===== src/rtl/axi_pattern_pkg.sv =====
// Definitions shared by the AXI pattern writer and checker: the rotating data
// pattern, the AXI encodings both sides drive, and the checker state type.
package axi_pattern_pkg;

    localparam logic [31:0] PTTN_DEFAULT = 32'h1234_5678;
    localparam logic [1:0]  BURST_INCR   = 2'd1;
    localparam logic [2:0]  SIZE_4B      = 3'd2;

    typedef enum logic [1:0] {
        IDLE,
        RADDR,
        RDATA,
        REPORT
    } chk_state_t;

    function automatic logic [31:0] pattern_next(input logic [31:0] w);
        return {w[3:0], w[31:4]};
    endfunction

endpackage


===== src/rtl/axi_pattern_checker_pattern_gen.sv =====
// Rotating pattern source; the writer and checker both use it so they walk
// through the same word sequence.
module pattern_gen
    import axi_pattern_pkg::*;
#(
    parameter logic [31:0] PTTN = PTTN_DEFAULT
) (
    input  logic        clk,
    input  logic        reset,
    input  logic        load,
    input  logic        advance,
    output logic [31:0] value
);

    always_ff @(posedge clk) begin
        if (reset || load) begin
            value <= PTTN;
        end else if (advance) begin
            value <= pattern_next(value);
        end
    end

endmodule


===== config.mk =====
export PLATFORM = sky130hd
export DESIGN_NAME = pattern_gen
export DESIGN_NICKNAME = d
export VERILOG_FILES = /design/src/rtl/axi_pattern_pkg.sv /design/src/rtl/axi_pattern_checker_pattern_gen.sv
export SDC_FILE = /design/constraint.sdc
export NUM_CORES = 1
export LEC_CHECK = 0
export BUFFER_PORTS_ARGS = -buffer_cell sky130_fd_sc_hd__buf_2
export CAP_MARGIN = 20
export CORE_AREA = 5 5 71 73
export CTS_CLUSTER_SIZE = 14
export DETAILED_ROUTE_END_ITERATION = 12
export DIE_AREA = 0 0 76 78
export PLACE_DENSITY = 0.54
export SYNTH_ARGS = -nofsm -noshare
export SYNTH_HDL_FRONTEND = slang
export SYNTH_SLANG_ARGS = --single-unit

===== constraint.sdc =====
create_clock -name clk -period 1.5 [get_ports clk]
set_input_delay 0.225 -clock clk [delete_from_list [all_inputs] [get_ports clk]]
set_output_delay 0.225 -clock clk [all_outputs]
set_load 0.02 [all_outputs]

# ---- Yosys cells after proc, flatten, opt, wreduce, memory -nomap -nowiden
# Cells that the tools add are included.
dict set report classes {
  n_reduce_logical 1
}
# cell n
set op_table {}
lappend op_table {{logical OR 1 bit} 1}
dict set report totals {
  wordCells 2
  output_inout_bits 32
  reg_bits 32
  in_bits 4
}

# ---- Depth between registers and ports, before layout
dict set report logic_depth {
  depth_word 1
  ltp_mapped 4
  depth_no_buf 2
}

# ---- Worst setup path before layout
# Ideal clock, no wire load.
dict set report synth_timing {
  path_kind {input to register}
  start {input advance}
  end {register value[10]}
  path_buffers 2
  t_arrival_ns 0.771
  setup_time_ns 0.129
  t_required_ns 1.371
  path_stages 4
  setup_slack_ns 0.600
  path_cell_list {buf_4 -> buf_4 -> mux2i_1 -> nand2_1}
}
# element line_no
set synth_lines {}
lappend synth_lines {{from (decl)} axi_pattern_checker_pattern_gen.sv:11} ;# input logic advance,
lappend synth_lines {{to (signal assigned)} axi_pattern_checker_pattern_gen.sv:19} ;# value <= pattern_next(value);
lappend synth_lines {{to (decl)} axi_pattern_checker_pattern_gen.sv:12} ;# output logic [31:0] value

# ---- Worst setup path in the final report
dict set report layout_timing {
  start {register value[18]}
  end {output value[18]}
}
# No word-level cell between the ends.

==> results.txt <==
- Post-CTS setup buffer count: 0
- In this run the worst path has a maximum fanout of 3.
- Headroom to the max-slew limit came out at 0.556.
- Average via count per standard cell: 4.26
- Overall Power: 0.00169 W
- The clock tree synthesis step divided the H-tree into 2 levels.
- Grt ovf: 0
- Total setup violations reported at the end of the flow: 0
- Total detailed-routing wirelength: 2390 um
* Area taken by flip-flops and latches: 641 um2
- Top library cells by usage in the layout, fill and taps aside: buf_2, mux2i_1, dfxtp_1
- The congestion estimate from routability-driven global placement came to 0.709.
- At the worst endpoint, the arrival time is 0.83 ns.
- In this run the standard cell core region covers 4290 um2.
- The max-slew violation total from the final report is 0.
- Measured along the x axis, the die boundary spans 76 um.
- Antenna viol nets, final: 0
- Register clock-pin slew on the reported worst setup and hold paths: 0.06 ns
* Transition at the pin with the smallest max-transition slack: 0.667 ns
- Number of nets in the final layout: 146
- After routing, the total negative slack on setup checks comes to 0 ns.
- Setup WS pre-CTS: 0.379 ns
- The via count of the first global-routing pass was 819.
* Effective utilization at floorplan: 0.269
- The worst setup path is captured at a primary output.
- I/O Buffers: 35
* Count of pins on the block boundary: 36
- The final number of hold-violating endpoints was 0.
* Fill cell total of the finished layout: 461
- The final route contains 831 vias.
- Final worst setup slack: 0.442 ns
- Across the run, the number of max-cap violations was 0.
- Leading cell type in the layout, fill and taps excluded: buf_2
- Maximum vdd drop: 0.361 mV
- Of the cells placed in the final design, the portion with a size suffix greater than 1 is 0.301.
* Unrepaired setup endpoints after global routing: false
- Broken down by cell family, the worst path's largest delay share belongs to flip-flops.
- Post-CTS Resized: 0
* Number of synthesized register bits: 32
* Net count after synthesis: 109
- STA classifies the critical path startpoint as a register.
- Detailed placement finished with a half-perimeter wire length of 1700 um.
* # rows: 24
- Largest register by flop count: value
- Cell area after synthesis: 1150 um2
* Slowest CP cell: dfxtp_1
- Clock tree root buffer cell: clkbuf_8
- Flip-flop count of the largest register after layout: 32
* Biggest registers after layout: value: 32 flops
- Syn_area_per_cell: 11.0 um2
* Synthesis warning total: 0
- The number of antenna violations at the first check in global routing is 0.
- Layout-stage area growth over the synthesis result: 25.5%
* Gate count after technology mapping: 105
- Once layout is complete, the cells apart from fillers number 195.
* DP Area: 1360 um2
* Status: complete, no violations
- TritonCTS built the clock tree.
* Die ar.: 5930 um2
- Cts hold-fix bufs: 0
- Hold Path Class: in2reg
- The first TritonRoute pass finished after 4 iterations.
- Worst stage delay on the critical path: 0.37 ns
* Multi-input gate area in the final layout: 450 um2
- For this run, the total global-route usage over all layers was measured as 0.0853.
- After detailed routing, the number of remaining DRC violations is 0.
- Height of the die: 78 um
- Fin crit period: 1.06 ns
* CP cell instances: buf_2
- Routed length per placed instance: 12.3 um
- Post-route cell area: 1450 um2
* Fin Clk Skew: 0.00397 ns
- The tree built by TritonCTS fans out to 32 sinks.
- Entering global routing, the biggest net connects 33 pins.
* Number of buffer and inverter stages on the critical path: 1
- In this run the deepest clock path goes through 2 buffers.
- Upper clock frequency limit: 945 MHz
- The number of different library cells used by synthesis comes to 9.
- First-pass GRT wire length: 4010 um
- Of the available clock period, the critical path in the final layout requires 0.706.
- Data on the critical path is required at its endpoint by 1.27 ns.
- At the later pin of the worst-skew pair, clock insertion delay measures 0.27 ns.
* Leakage power summed over all cells: 0.696 nW
- DR iter-0 viols: 47
- In this run the power density over the cells is 1170 nW/um2.
- Counting the buffers created by CTS gives 5.
- Inst Count DP: 187
- Worst setup path class: reg2out
* Fraction of the yosys area taken by sequential cells: 0.555
* Antenna Diode Count: 0
-- report_power, final --
| part | total (W) | switching, W | internal (W) |
|---|---|---|---|
| sequential | 0.000893 | 0.0000181 | 0.000875 |
| combinational | 0.000153 | 0.0000908 | 0.0000618 |
| clock | 0.000647 | 0.000274 | 0.000373 |
| total | 0.00169 | 0.000383 | 0.00131 |
-- cell usage after synthesis --
master | instances | share of area
buf_8 | 1 | 0.013
mux2i_1 | 32 | 0.28
or2_1 | 1 | 0.0054
clkbuf_1 | 1 | 0.0032
dfxtp_1 | 32 | 0.55
buf_4 | 3 | 0.020
nor2_1 | 20 | 0.065
buf_6 | 2 | 0.020
nand2_1 | 13 | 0.042
-- through the flow --
stage,hold WS [ns],util
global placement,0.469,0.316
finish,0.201,0.337
floorplan,0.344,-
CTS,0.190,0.337
global route,0.201,0.337
detailed placement,0.477,0.316
-- layout make-up --
type                    instances  share of cell area
clock buffers                   8              0.0622
multi-input cells              66               0.311
flip-flops and latches         32               0.442
well taps                      52              0.0449
repair buffers                 37               0.140
-- cells by family after synthesis --
kind of cell	count (synthesis)	share of synthesized area
AND/OR/NAND/NOR	34	0.113
flip-flops	32	0.555
multiplexers	32	0.277
buffers and inverters	7	0.0552
-- final timing paths --
path	from	to	slack (ns)	cells after the start
worst min-delay path	reset	value[3]	0.20	3
worst max-delay path	value[18]	value[18]	0.44	1
worst max register to register	value[28]	value[24]	0.84	2
worst min register to register	value[5]	value[5]	0.49	2
-- layer usage --
layer | part of all wire | track usage | vias to the layer above
met5 | 0 | 0 | -
met4 | 0.0088 | 0.0480 | 0
met3 | 0.072 | 0.0370 | 4
met2 | 0.46 | 0.130 | 24
met1 | 0.46 | 0.0997 | 387
li1 | - | - | 416
-- worst register-to-register path: cells and delay by family (launching register included) --
family	cells	cell delay [ns]
flip-flops	1	0.33
multiplexers	1	0.15
AND/OR/NAND/NOR	1	0.05
(Power assumes the default switching activity.)
